[src/rtl/sync_fifo_pkg.sv]
// Shared constants, pointer/count types and the full/empty helper for the FIFO controller.
package sync_fifo_pkg;

  localparam int unsigned DEF_ADDR_WIDTH = 4;
  localparam int unsigned DEF_RAM_DEPTH  = 16;
  localparam int unsigned PTR_MAX_W      = 32;

  typedef logic [DEF_ADDR_WIDTH:0] ptr_t;
  typedef logic [DEF_ADDR_WIDTH:0] cnt_t;

  typedef struct packed {
    logic full;
    logic empty;
  } ptr_flags_t;

  // Pointers carry a wrap bit above aw address bits; equal -> empty, only wrap differs -> full.
  function automatic ptr_flags_t ptr_flags(input logic [PTR_MAX_W-1:0] wp,
                                           input logic [PTR_MAX_W-1:0] rp,
                                           input int unsigned          aw);
    logic [PTR_MAX_W-1:0] mask;
    logic [PTR_MAX_W-1:0] diff;
    mask = (PTR_MAX_W'(1) << (aw + 1)) - PTR_MAX_W'(1);
    diff = (wp ^ rp) & mask;
    ptr_flags.empty = (diff == '0);
    ptr_flags.full  = (diff == (PTR_MAX_W'(1) << aw));
  endfunction

endpackage

[src/rtl/sync_fifo_ptr.sv]
// Wrapping pointer register with increment enable; also exposes the next value.
module sync_fifo_ptr #(
  parameter int unsigned W = 5
) (
  input  logic         clk,
  input  logic         rst_n,
  input  logic         en_i,
  output logic [W-1:0] ptr_o,
  output logic [W-1:0] ptr_d_o
);

  logic [W-1:0] ptr_q;
  logic [W-1:0] ptr_d;

  always_comb begin
    ptr_d = ptr_q + W'(en_i);
  end

  always_ff @(posedge clk or negedge rst_n) begin
    if (!rst_n) ptr_q <= '0;
    else        ptr_q <= ptr_d;
  end

  assign ptr_o   = ptr_q;
  assign ptr_d_o = ptr_d;

endmodule

[src/rtl/sync_fifo_ctrl.sv]
// Pointer/flag controller for the single-clock FIFO driving a dual-port RAM.
// Define SYNC_FIFO_ERR_EN to build sticky overflow/underflow error registers.
module sync_fifo_ctrl
  import sync_fifo_pkg::*;
#(
  parameter int unsigned ADDR_WIDTH = DEF_ADDR_WIDTH,
  parameter int unsigned RAM_DEPTH  = DEF_RAM_DEPTH,
  parameter int unsigned AF_LEVEL   = 14,
  parameter int unsigned AE_LEVEL   = 2
) (
  input  logic                  clk,
  input  logic                  rst_n,
  input  logic                  wr_en,
  input  logic                  rd_en,
  output logic                  ram_wr_allow,
  output logic [ADDR_WIDTH-1:0] ram_wr_addr,
  output logic                  ram_rd_allow,
  output logic [ADDR_WIDTH-1:0] ram_rd_addr,
  output logic                  rd_valid,
  output logic                  full,
  output logic                  empty,
  output logic                  almost_full,
  output logic                  almost_empty,
  output logic [ADDR_WIDTH:0]   count,
  output logic                  overflow,
  output logic                  underflow
);

  localparam int unsigned PW = ADDR_WIDTH + 1;

  if (RAM_DEPTH != (1 << ADDR_WIDTH)) begin : g_depth_chk
    $error("sync_fifo_ctrl: RAM_DEPTH must equal 2**ADDR_WIDTH");
  end

  logic          do_wr;
  logic          do_rd;
  logic [PW-1:0] wr_ptr_q, wr_ptr_d;
  logic [PW-1:0] rd_ptr_q, rd_ptr_d;
  logic [PW-1:0] count_q,  count_d;
  ptr_flags_t    flags_d;
  logic          full_q, empty_q, af_q, ae_q, af_d, ae_d, rd_valid_q;

  assign do_wr = wr_en & ~full_q;
  assign do_rd = rd_en & ~empty_q;

  sync_fifo_ptr #(.W(PW)) u_wr_ptr (
    .clk     (clk),
    .rst_n   (rst_n),
    .en_i    (do_wr),
    .ptr_o   (wr_ptr_q),
    .ptr_d_o (wr_ptr_d)
  );

  sync_fifo_ptr #(.W(PW)) u_rd_ptr (
    .clk     (clk),
    .rst_n   (rst_n),
    .en_i    (do_rd),
    .ptr_o   (rd_ptr_q),
    .ptr_d_o (rd_ptr_d)
  );

  // Flags derive from next-state pointers so they never lag the pointer registers.
  always_comb begin
    count_d = wr_ptr_d - rd_ptr_d;
    flags_d = ptr_flags(PTR_MAX_W'(wr_ptr_d), PTR_MAX_W'(rd_ptr_d), ADDR_WIDTH);
    af_d    = (32'(count_d) >= AF_LEVEL);
    ae_d    = (32'(count_d) <= AE_LEVEL);
  end

  always_ff @(posedge clk or negedge rst_n) begin
    if (!rst_n) begin
      count_q    <= '0;
      full_q     <= 1'b0;
      empty_q    <= 1'b1;
      af_q       <= 1'b0;
      ae_q       <= 1'b1;
      rd_valid_q <= 1'b0;
    end else begin
      count_q    <= count_d;
      full_q     <= flags_d.full;
      empty_q    <= flags_d.empty;
      af_q       <= af_d;
      ae_q       <= ae_d;
      rd_valid_q <= do_rd;
    end
  end

  assign ram_wr_allow = do_wr;
  assign ram_rd_allow = do_rd;
  assign ram_wr_addr  = wr_ptr_q[ADDR_WIDTH-1:0];
  assign ram_rd_addr  = rd_ptr_q[ADDR_WIDTH-1:0];
  assign rd_valid     = rd_valid_q;
  assign full         = full_q;
  assign empty        = empty_q;
  assign almost_full  = af_q;
  assign almost_empty = ae_q;
  assign count        = count_q;

`ifdef SYNC_FIFO_ERR_EN
  logic ovf_q, unf_q;

  // Sticky until reset.
  always_ff @(posedge clk or negedge rst_n) begin
    if (!rst_n) begin
      ovf_q <= 1'b0;
      unf_q <= 1'b0;
    end else begin
      ovf_q <= ovf_q | (wr_en & full_q);
      unf_q <= unf_q | (rd_en & empty_q);
    end
  end

  assign overflow  = ovf_q;
  assign underflow = unf_q;
`else
  assign overflow  = 1'b0;
  assign underflow = 1'b0;
`endif

endmodule

[config.mk]
export PLATFORM = sky130hd
export DESIGN_NAME = sync_fifo_ctrl
export DESIGN_NICKNAME = d
export VERILOG_FILES = /design/src/rtl/sync_fifo_pkg.sv /design/src/rtl/sync_fifo_ptr.sv /design/src/rtl/sync_fifo_ctrl.sv
export SDC_FILE = /design/constraint.sdc
export NUM_CORES = 1
export LEC_CHECK = 0
export CAP_MARGIN = 10
export CORE_UTILIZATION = 43
export CTS_CLUSTER_DIAMETER = 120
export DETAILED_ROUTE_END_ITERATION = 6
export GPL_TIMING_DRIVEN = 0
export PLACE_DENSITY = 0.74
export SYNTH_ARGS = -nofsm -noshare
export SYNTH_HDL_FRONTEND = slang
export SYNTH_SLANG_ARGS = --single-unit
[constraint.sdc]
create_clock -name clk -period 2.29 [get_ports clk]
set_input_delay 0.687 -clock clk [delete_from_list [all_inputs] [get_ports clk]]
set_output_delay 0.687 -clock clk [all_outputs]
set_load 0.05 [all_outputs]
# After elaboration in Yosys (flattened, before gate mapping)
# Cells that the tools add are included.
# Widths: inputs -> output; s select.
dict set report totals {
  regBits 20
  out_inout_bits 22
  word_cells 20
}
dict set report classes {
  addsub 3
  n_lt_le_gt_ge 2
  eq_ne 1
  n_bitwise 5
  reduce_logical 1
}
# op n
set ops {}
lappend ops {{$logic_not 32->1} 1}
lappend ops {{$add 5x1->5} 2}
lappend ops {{$eq 5x5->1 const B} 1}
lappend ops {{$ge 5x4->1 const B} 1}
lappend ops {{$le 5x2->1 const B} 1}
lappend ops {{$sub 5x5->5} 1}
lappend ops {{$xor 5x5->5} 1}
lappend ops {{$and 1x1->1} 2}
lappend ops {{$not 1->1} 2}

# Logic depth before layout (Yosys ltp)
# Gate-level depths: netlist of the first run.
dict set report depth {
  depth_word 5
  ltp_mapped 10
}

# Hierarchy
# Synthesis of the first run repeated with hierarchy kept, for this count alone.
dict set report hier_totals {
  cells_unflattened 64
  area_unflattened_um2 857.1
}
# mod instances cells_per_inst area_per_inst_um2 seq_area_each_um2
set by_module_without_submodules {}
lappend by_module_without_submodules {sync_fifo_ctrl 1 40 484.2 252.7}
lappend by_module_without_submodules {sync_fifo_ptr 2 12 186.4 125.1}

# Worst setup path after synthesis of the first run
# OpenSTA, ideal clock, no wires.
dict set report synth_path {
  path_kind {in2reg}
  start {in rd_en}
  end {reg af_q (netlist: almost_full)}
  arrival_ns 3.200
  required_ns 2.164
  setup_slack_ns -1.036
  cell_stages 9
  path_cell_list {nor2b_1 ha_1 ha_1 xnor2_1 ha_1 o311ai_1 nand3b_1 xor2_1 a221o_1}
}
dict set report synth_between {
  elab_chain_len 4
}
# item line
set synth_lines {}
lappend synth_lines {{start: declaration} sync_fifo_ctrl.sv:14} ;# input logic rd_en,
lappend synth_lines {{$and 1x1->1} sync_fifo_ctrl.sv:44} ;# assign do_rd = rd_en & ~empty_q;
lappend synth_lines {{$add 5x1->5} sync_fifo_ptr.sv:16} ;# ptr_d = ptr_q + W'(en_i);
lappend synth_lines {{net rd_ptr_d[1]} sync_fifo_ctrl.sv:38} ;# logic [PW-1:0] rd_ptr_q, rd_ptr_d;
lappend synth_lines {{$sub 5x5->5} sync_fifo_ctrl.sv:64} ;# count_d = wr_ptr_d - rd_ptr_d;
lappend synth_lines {{net count_d[4]} sync_fifo_ctrl.sv:39} ;# logic [PW-1:0] count_q, count_d;
lappend synth_lines {{$ge 5x4->1} sync_fifo_ctrl.sv:66} ;# af_d = (32'(count_d) >= AF_LEVEL);
lappend synth_lines {{net af_d} sync_fifo_ctrl.sv:41} ;# logic full_q, empty_q, af_q, ae_q, af_d, ae_d, rd_valid_q;
lappend synth_lines {{end signal: assignment} sync_fifo_ctrl.sv:75} ;# af_q <= 1'b0;
lappend synth_lines {{end signal: assignment} sync_fifo_ctrl.sv:82} ;# af_q <= af_d;
lappend synth_lines {{end: declaration} sync_fifo_ctrl.sv:41}
# The timed path passes the listed nets, and every way through them passes these cells.

# Final worst setup path of the first run
dict set report layout_path {
  start {in wr_en}
  end {reg af_q (netlist: almost_full)}
}
dict set report layout_between {
  elab_chain_len 4
}
# item line
set layout_lines {}
lappend layout_lines {{start: declaration} sync_fifo_ctrl.sv:13} ;# input logic wr_en,
lappend layout_lines {{$and 1x1->1} sync_fifo_ctrl.sv:43} ;# assign do_wr = wr_en & ~full_q;
lappend layout_lines {{$add 5x1->5} sync_fifo_ptr.sv:16}
lappend layout_lines {{net u_wr_ptr.ptr_d_o[2]} sync_fifo_ptr.sv:9} ;# output logic [W-1:0] ptr_d_o
lappend layout_lines {{$sub 5x5->5} sync_fifo_ctrl.sv:64}
lappend layout_lines {{net count_d[3]} sync_fifo_ctrl.sv:39}
lappend layout_lines {{$ge 5x4->1} sync_fifo_ctrl.sv:66}
lappend layout_lines {{net af_d} sync_fifo_ctrl.sv:41}
# The timed path passes the listed nets, and every way through them passes these cells.

==> reports/qor.csv, run 1 <==
stage,metric,value,unit
sta,clock_skew,1.05,ps
setup_path,cp_top_family,compound AO/OA/AOI/OAI gates,
sta,period_share,1.02,
drt,route.detailed.drc,0,
setup_path,cp_max_fo,5,
setup_path,reg2reg_depth,9,
cells_and_area,diodes,0,
synthesis,async_flop_share,1.00,
sta,period_needed,2330,ps
floorplan,design.core.area,2230,um^2
worst_hold_path,whs_endpoint,u_rd_ptr.ptr_o[4],
synthesis,synth_area_leaders,"dfrtp_1 44%, ha_1 9.8%, buf_4 7.4%",
synthesis,synth_area,1020,um^2
sta,rsz0062_at_grt,yes,
global_route,grt_max_degree,21,
floorplan,rows,17,
global_route,first_global_vias,658,
setup_path,r2r_setup_slack,-30,ps
cells_and_area,mostFrequentLayoutCell,dfrtp_1,
drt,drt-vias-per-instance,4.70,
synthesis,synth.distinct_cells,25,
cells_and_area,layout.nets,132,
synthesis,ys_seq_elements,20,
setup_path,cp_cell_sequence,"buf_2, nor2b_4, ha_4, ha_2, xor2_4, o221ai_1, a21boi_2, xnor2_1, a221o_1",
floorplan,die-area,2570,um^2
clock_tree,cts_sinks,20,
synthesis,synth_seq_area_share,0.493,
place,gp_congestion,0.820,
clock_tree,numCtsBuffers,3,
cells_and_area,area_growth_syn_to_layout,54.7,%
job,max_cap_violations,0,
synthesis,yosys_warnings,0,
sta,setup_tns,-37.8,ps
run_status,outcome,"finished, violations left",
global_route,grt_usage,0.164,
synthesis,synth_top_area_share,0.442,
place,hpwl,1.28,mm
floorplan,ioPinCount,26,
setup_path,end_kind,register,
sta,worst_slack,-37.8,ps
setup_path,critical_path_buf_inv_count,1,
worst_hold_path,min_from,u_rd_ptr.ptr_o[4],
global_route,grt_pass1_wl,2.90,mm
drt,routed_wl,1.98,mm
worst_hold_path,hp-class,register to register,
drt,dr.pass1.iters,3,
clock_tree,ctsHoldBuffers,0,
cells_and_area,final_cell_mix,"18 x dfrtp_1, 16 x buf_4, 12 x dlygate4sd2_1, 9 x clkdlybuf4s50_1, 6 x inv_1",
clock_tree,cts_buffer_depth,2,
sta,drv_slew,0,
global_route,grt_overflow,0,
setup_path,regToRegEndpoint,almost_full,
drt,wire_per_inst,13.4,um
setup_path,start_kind,input pin,
run_status,violations,negative setup slack,
sta,tightestPinTransition,844,ps
floorplan,die_y,50.7,um
synthesis,synth_edf_count,0,
cells_and_area,drive_gt1_frac,0.437,
synthesis,ys.flop_type,dfrtp_1,
global_route,antenna_found_initial,0,
clock_tree,cts.clk_slew.worst_paths,110,ps
clock_tree,htreeDepth,1,
setup_path,cp.arrival,2530,ps
cells_and_area,postLayoutCoreUtil,0.706,
setup_path,cp.required,2490,ps
setup_path,crit_path_max_incr_delay,350,ps
sta,finalSetupViolCount,1,
synthesis,synth.avg_cell_area,12.1,um^2
place,portBuffers,23,
sta,max_freq,0.430,GHz
clock_tree,clockRootBuffer,clkbuf_4,
setup_path,crit_path_top_delay_cell,a221o_1,
floorplan,die_w,50.7,um
drt,first_iter_violations,7,
drt,ant_nets,0,
clock_tree,cts_tree,yes,
setup_path,r2r_start,empty,
clock_tree,insertion_delay,310,ps
synthesis,yosysTopAreaCell,dfrtp_1,
floorplan,start_util,0.457,
setup_path,criticalPathCategory,input pin to register,
sta,slew_headroom,0.435,
synthesis,synthCells,84,
worst_hold_path,worst_hold_path.num_cells,2,
drt,vias,691,
sta,final_hold_viol_count,0,
==> Yosys cell counts, drive strengths merged (2+ instances only) <==
master and number:
xor2 7, dfstp 2, buf 10, nand3 4
nor2b 4, xnor2 8, inv 8, dfrtp 18
ha 8, nor2 3
==> metal layers <==
layer / track usage / wire [um]
met1: 0.189 / 833
met2: 0.276 / 1040
met3: 0.0273 / 52
met4: 0.111 / 53
met5: 0 / 0
==> state kept, by name, summed over array words and instances, names as in the netlist <==
register        cells
count               5
rd_valid            1
full                1
almost_empty        1
almost_full         1
u_wr_ptr.ptr_o      5
u_rd_ptr.ptr_o      5
empty               1
==> per-stage QoR <==
stage                     setup slack (ps)  instance area, um^2  hold WS [ps]  std cells
after floorplan                       -362                 1080           391         85
after global placement                -722                 1340           494        136
after detailed placement              -756                 1340           496        136
after CTS                            -50.8                 1490           527        146
after global routing                  -105                 1580           578        147
final                                -37.8                 1580           547        147
==> cells by family (layout without fill, tap and decap cells) <==
group / count (synthesis) / count (layout) / share of synthesized area
other: 1 / 2 / 0.00368
adders and majority gates: 8 / 8 / 0.0982
DFF: 20 / 20 / 0.493
xor gates and xnor gates: 15 / 15 / 0.158
buffers and inverters: 18 / 52 / 0.103
AOI/OAI and AO/OA: 6 / 6 / 0.0564
and+or+nand+nor: 16 / 16 / 0.0871
==> layout make-up <==
| cell class | instances | area (um^2) |
|---|---|---|
| inverters | 8 | 30.0 |
| clock buffers | 3 | 22.5 |
| multi-input cells | 47 | 621 |
| plain buffers | 10 | 75.1 |
| fillers | 164 | 656 |
| repair buffers | 30 | 262 |
| well taps | 28 | 35.0 |
| flip-flops and latches | 20 | 503 |
| clock inverters | 1 | 30.0 |
==> repair_timing <==
| action | in CTS | in global routing |
|---|---|---|
| buffers inserted | 6 | 1 |
| endpoints found under the setup margin | 16 | 2 |
| pin swaps | 10 | 10 |
| gates resized for setup | 29 | 12 |
==> how the worst max path moves through the flow <==
| stage | start | to | slack [ps] | cells after the start |
|---|---|---|---|---|
| floorplan | rd_en | almost_full | -360 | 9 |
| global placement | rd_en | almost_empty | -720 | 10 |
| detailed placement | rd_en | almost_empty | -760 | 10 |
| CTS | empty | almost_full | -50 | 9 |
| global route | empty | almost_full | -110 | 9 |
| finish | wr_en | almost_full | -40 | 9 |
==> worst register-to-register path: stages, from the launching register on <==
cell,delay [ps]
dfstp_2,570
nor2b_4,50
ha_4,160
ha_4,300
xnor2_2,70
ha_2,210
o311ai_2,230
nand3b_1,160
xor2_2,190
a221o_1,270
Power of run 1 is left out: the tool's default activity adds up to more than one toggle a clock period on the data nets, which glitch-free logic cannot reach.
==> run 2, diff against run 1 <==
Settings changed: CORE_ASPECT_RATIO set to 1.1.
==> run 2 against run 1 <==
  * The flow still finishes with violations (negative setup slack)
  * Wire length decreased by 13%
  * Sequential cell count unchanged
  * Critical path depth did not move
  * Cell area shrank 3.6%
  * Maximum frequency grew 1.3%
  * Highest routed layer unchanged
==> reports/qor.csv, run 2 (synthesis gave the netlist of run 1 again) <==
stage,metric,value,unit,change
drt,vias,679,,-1.7%
drt,routed_wl,1.72,mm,-13%
sta,worst_slack,-7.73,ps,+30.0 ps
clock_tree,ctsHoldBuffers,0,,unchanged
cells_and_area,mostFrequentLayoutCell,dfrtp_1,,
cells_and_area,diodes,0,,unchanged
global_route,first_global_vias,609,,-7.4%
setup_path,crit_path_top_delay_cell,a221o_1,,
place,hpwl,1.29,mm,+0.74%
floorplan,rows,18,,+1
clock_tree,clockRootBuffer,clkbuf_4,,
sta,tightestPinTransition,866,ps,+21.8 ps
sta,period_needed,2300,ps,-30.0 ps
clock_tree,htreeDepth,1,,unchanged
job,max_cap_violations,0,,unchanged
sta,period_share,1.00,,-0.0131
cells_and_area,fin_area,1520,um^2,-3.6%
cells_and_area,layout.nets,129,,-2.3%
setup_path,cp_max_fo,5,,unchanged
setup_path,cp.arrival,2490,ps,-40 ps
global_route,grt_pass1_wl,2.66,mm,-8.3%
sta,finalSetupViolCount,1,,unchanged
setup_path,start_kind,input pin,,
sta,final_hold_viol_count,0,,unchanged
drt,ant_nets,0,,unchanged
clock_tree,cts_buffer_depth,2,,unchanged
clock_tree,numCtsBuffers,3,,unchanged
setup_path,criticalPathCategory,input pin to register,,
floorplan,design.core.area,2250,um^2,+0.84%
sta,clock_skew,6.10,ps,+5.05 ps
clock_tree,insertion_delay,300,ps,about the same
floorplan,start_util,0.453,,-0.00380
drt,route.detailed.drc,0,,unchanged
floorplan,die_w,48.4,um,-4.5%
global_route,grt_max_degree,21,,unchanged
global_route,grt_usage,0.149,,-0.0144
clock_tree,cts.clk_slew.worst_paths,100,ps,about the same
setup_path,cp.required,2480,ps,about the same
run_status,violations,negative setup slack,,
clock_tree,cts_sinks,20,,unchanged
floorplan,die-area,2570,um^2,about the same
place,placed_area,1340,um^2,+0.19%
sta,slew_headroom,0.421,,-0.0146
clock_tree,cts_tree,yes,,
sta,max_freq,0.435,GHz,+1.3%
floorplan,die_y,53.1,um,+4.7%
setup_path,r2r_setup_slack,10,ps,+40 ps
sta,rsz0062_at_grt,yes,,
setup_path,crit_path_max_incr_delay,320,ps,-30 ps
cells_and_area,final_cell_mix,"18 x dfrtp_1, 16 x buf_4, 9 x clkdlybuf4s50_1, 9 x dlygate4sd2_1, 6 x inv_1",,
global_route,grt_overflow,0,,unchanged
place,portBuffers,23,,unchanged
place,gp_congestion,0.868,,+5.8%
drt,drt-vias-per-instance,4.65,,-1.1%
sta,drv_slew,0,,unchanged
cells_and_area,area_growth_syn_to_layout,49.1,%,
drt,wire_per_inst,11.8,um,-12%
setup_path,end_kind,register,,
drt,dr.pass1.iters,4,,+1
global_route,antenna_found_initial,0,,unchanged
drt,first_iter_violations,8,,+1
run_status,outcome,"finished, violations left",,
cells_and_area,drive_gt1_frac,0.414,,-0.0232
worst_hold_path,hp-class,register to register,,
setup_path,cp_cell_sequence,"buf_2, nor2b_4, ha_4, ha_1, nor2b_2, o221ai_1, a21boi_2, xnor2_1, a221o_1",,
floorplan,ioPinCount,26,,unchanged
-- run 2: cell types whose count changed in the layout (fill, tap and decap cells not counted), sizes merged --
cell           before  now
clkbuf              3    4
buf                19   18
bufinv              1    0
dlygate4sd2        12    9
clkdlybuf4s15       0    1
-- run 2: layer usage --
layer / routed length, um / up-vias / global-route usage
li1: - / 330 / -
met1: 706 / 328 / 0.166
met2: 892 / 17 / 0.263
met3: 78 / 4 / 0.0287
met4: 47 / 0 / 0.103
met5: 0 / - / 0
-- run 2: metrics by stage --
step | cells | TNS [ps] | worst slack, ps | utilization | hold WS [ps]
floorplan | 85 | -858 | -362 | - | 391
global placement | 138 | -4080 | -707 | 0.597 | 494
detailed placement | 138 | -4220 | -736 | 0.597 | 496
CTS | 145 | -29.8 | -29.8 | 0.656 | 548
global route | 146 | -138 | -90.0 | 0.675 | 569
finish | 146 | -7.73 | -7.73 | 0.675 | 541
-- run 2: final timing paths --
path	to	from	depth (start not counted)
setup / recovery	almost_full	wr_en	9
hold / removal	u_rd_ptr.ptr_o[4]	u_rd_ptr.ptr_o[4]	2
setup reg to reg	almost_full	empty	9
hold reg to reg	u_rd_ptr.ptr_o[4]	u_rd_ptr.ptr_o[4]	2
max in group asynchronous	u_rd_ptr.ptr_o[0]	rst_n	1
min in group asynchronous	u_rd_ptr.ptr_o[2]	rst_n	1
-- run 2: area by class of cell --
cell class	count	area, um^2
Fill cell	177	732
Multi-Input combinational cell	47	614
Sequential cell	20	503
Timing Repair Buffer	27	234
Buffer	10	75.1
Tap cell	30	37.5
Inverter	8	30.0
Clock buffer	4	26.3
-- run 2: timing repair --
action                                  4_1_cts  5_1_grt
pin swaps                                    11        6
endpoints found under the setup margin       14        2
setup buffers                                 3        1
gates resized for setup                      34        4
endpoints found under the hold margin         0        0
-- run 2: critical path, delay by kind of cell --
family | cells | cell delay [ps]
AOI/OAI and AO/OA | 3 | 680
xor gates and xnor gates | 1 | 160
adders and majority gates | 2 | 420
buffers and inverters | 1 | 90
and+or+nand+nor | 2 | 430
Power of run 2 is left out for the same reason.
==> run 3, diff against run 2 <==
--- a/constraint.sdc
+++ b/constraint.sdc
@@ -3,2 +3,2 @@
 set_output_delay 0.687 -clock clk [all_outputs]
-set_load 0.05 [all_outputs]
+set_load 0.005 [all_outputs]
==> run 3 against run 2 <==
  * The run still ends with negative setup slack left
  * Final cell count up 2.7%
  * First-iteration DRC count down 38%
  * Count of clock-buffer cells in the layout unchanged
  * Sequential share of layout area down 2.2 points
  * Core utilization up 4.8 points
  * Non-clock buffer count up 4
  * Critical path depth unchanged
  * Maximum frequency down 1.2%
  * Critical path type is now register to register
==> reports/qor.csv, run 3 (synthesis gave the netlist of run 1 again) <==
stage,metric,value,unit,change
run_status,outcome,"finished, violations left",,
run_status,violations,negative setup slack,,
setup_path,criticalPathCategory,register to register,,
job,max_cap_violations,0,,unchanged
sta,max_freq,0.430,GHz,-1.2%
setup_path,end_kind,register,,
cells_and_area,layout.nets,133,,+3.1%
floorplan,start_util,0.453,,unchanged
global_route,grt_pass1_wl,3.13,mm,+17%
place,portBuffers,23,,unchanged
floorplan,rows,18,,unchanged
setup_path,crit_path_top_delay_cell,dfstp_2,,
setup_path,cpMostUsedCell,ha_4,,
floorplan,design.core.area,2250,um^2,unchanged
place,placed_area,1390,um^2,+3.2%
cells_and_area,diodes,0,,unchanged
sta,whs,552,ps,+10.7 ps
setup_path,start_kind,register,,
setup_path,cp.required,2490,ps,about the same
floorplan,die_y,53.1,um,unchanged
sta,drv_slew,0,,unchanged
floorplan,ioPinCount,26,,unchanged
sta,slew_headroom,0.403,,-0.0174
sta,period_share,1.02,,+0.0120
floorplan,die-area,2570,um^2,unchanged
sta,rsz0062_at_grt,yes,,
sta,clock_skew,3.21,ps,-2.89 ps
drt,vias,730,,+7.5%
drt,route.detailed.drc,0,,unchanged
global_route,grt_overflow,0,,unchanged
clock_tree,ctsHoldBuffers,0,,unchanged
global_route,antenna_found_initial,0,,unchanged
clock_tree,htreeDepth,1,,unchanged
setup_path,crit_path_max_incr_delay,570,ps,+250 ps
worst_hold_path,hp-class,register to register,,
drt,first_iter_violations,5,,-3
drt,wire_per_inst,14.2,um,+20%
clock_tree,cts_tree,yes,,
clock_tree,cts.clk_slew.worst_paths,110,ps,about the same
clock_tree,insertion_delay,310,ps,about the same
setup_path,cp.arrival,2530,ps,+40 ps
global_route,grtUsageMet1,0.208,,+0.0424
floorplan,die_w,48.4,um,unchanged
sta,final_hold_viol_count,0,,unchanged
sta,period_needed,2330,ps,+27.5 ps
drt,ant_nets,0,,unchanged
place,dp_cells,138,,unchanged
cells_and_area,final_cell_mix,"20 x clkdlybuf4s50_1, 18 x dfrtp_1, 16 x buf_4, 6 x inv_1, 6 x ha_4",,
clock_tree,clockRootBuffer,clkbuf_4,,
sta,finalSetupViolCount,1,,unchanged
global_route,grt-busiest-layer,met2,,
cells_and_area,mostFrequentLayoutCell,clkdlybuf4s50_1,,
place,place_ws,-782,ps,-46.0 ps
cells_and_area,fin_area,1630,um^2,+7.2%
clock_tree,numCtsBuffers,3,,unchanged
sta,tightestPinTransition,892,ps,+26.0 ps
global_route,grt_use_met2,0.289,,+0.0258
global_route,met3_usage,0.0287,,unchanged
setup_path,cp_cell_sequence,"nor2b_4, ha_4, ha_4, xnor2_4, ha_4, o311ai_4, nand3b_1, xor2_2, a221o_1",,
setup_path,cp_max_fo,3,,-2
place,hpwl,1.28,mm,-0.57%
global_route,grt_max_degree,21,,unchanged
cells_and_area,area_growth_syn_to_layout,59.8,%,
global_route,grt_usage,0.173,,+0.0237
drt,routed_wl,2.13,mm,+23%
place,gp_congestion,0.875,,+0.82%
cells_and_area,layoutNonFillerInstCount,150,,+2.7%
cells_and_area,drive_gt1_frac,0.450,,+0.0362
cells_and_area,fillers,159,,-10%
drt,dr.pass1.iters,4,,unchanged
sta,worst_slack,-35.2,ps,-27.5 ps
clock_tree,cts_sinks,20,,unchanged
global_route,first_global_vias,665,,+9.2%
clock_tree,cts_buffer_depth,2,,unchanged
drt,drt-vias-per-instance,4.87,,+4.6%
[run 3: path summary, 6_finish.rpt]
kind / to / start / cells past startpoint / slack, ps
worst max-delay path: almost_full / empty / 9 / -40
worst min-delay path: u_rd_ptr.ptr_o[4] / u_rd_ptr.ptr_o[4] / 2 / 550
worst max register to register: almost_full / empty / 9 / -40
worst min register to register: u_rd_ptr.ptr_o[4] / u_rd_ptr.ptr_o[4] / 2 / 550
max in group asynchronous: u_wr_ptr.ptr_o[3] / rst_n / 1 / 880
min in group asynchronous: rd_valid / rst_n / 1 / 870
[run 3: worst max-delay path, delay by kind of cell (launching register included)]
kind	cells	cell delay, ps
AOI/OAI and AO/OA	2	510
xor gates and xnor gates	2	350
adders and majority gates	3	580
DFF	1	570
and+or+nand+nor	2	220
[run 3: per-layer routing]
metal	part of all wire	vias up
li1	-	335
met1	0.40	362
met2	0.53	28
met3	0.045	5
met4	0.025	0
met5	0	-
[run 3: timing repair]
| action | 4_1_cts | 5_1_grt |
|---|---|---|
| setup buffers | 5 | 3 |
| resized for setup | 15 | 11 |
| pin swaps | 9 | 5 |
| endpoints found under the setup margin | 8 | 3 |
[run 3: cell type report]
| class | count | area (um^2) | area share |
|---|---|---|---|
| multi-input cells | 47 | 648 | 0.398 |
| flip-flops and latches | 20 | 503 | 0.309 |
| repair buffers | 31 | 299 | 0.184 |
| plain buffers | 10 | 75.1 | 0.0461 |
| well taps | 30 | 37.5 | 0.0230 |
| clock buffers | 4 | 36.3 | 0.0223 |
| inverters | 8 | 30.0 | 0.0184 |
[run 3: metrics by stage]
stage                     utilization  setup TNS [ps]
after floorplan                     -            -212
after global placement          0.616           -3610
after detailed placement        0.616           -3870
after CTS                       0.673           -48.4
after global routing            0.723            -173
final                           0.723           -35.2
Power of run 3 is left out for the same reason.
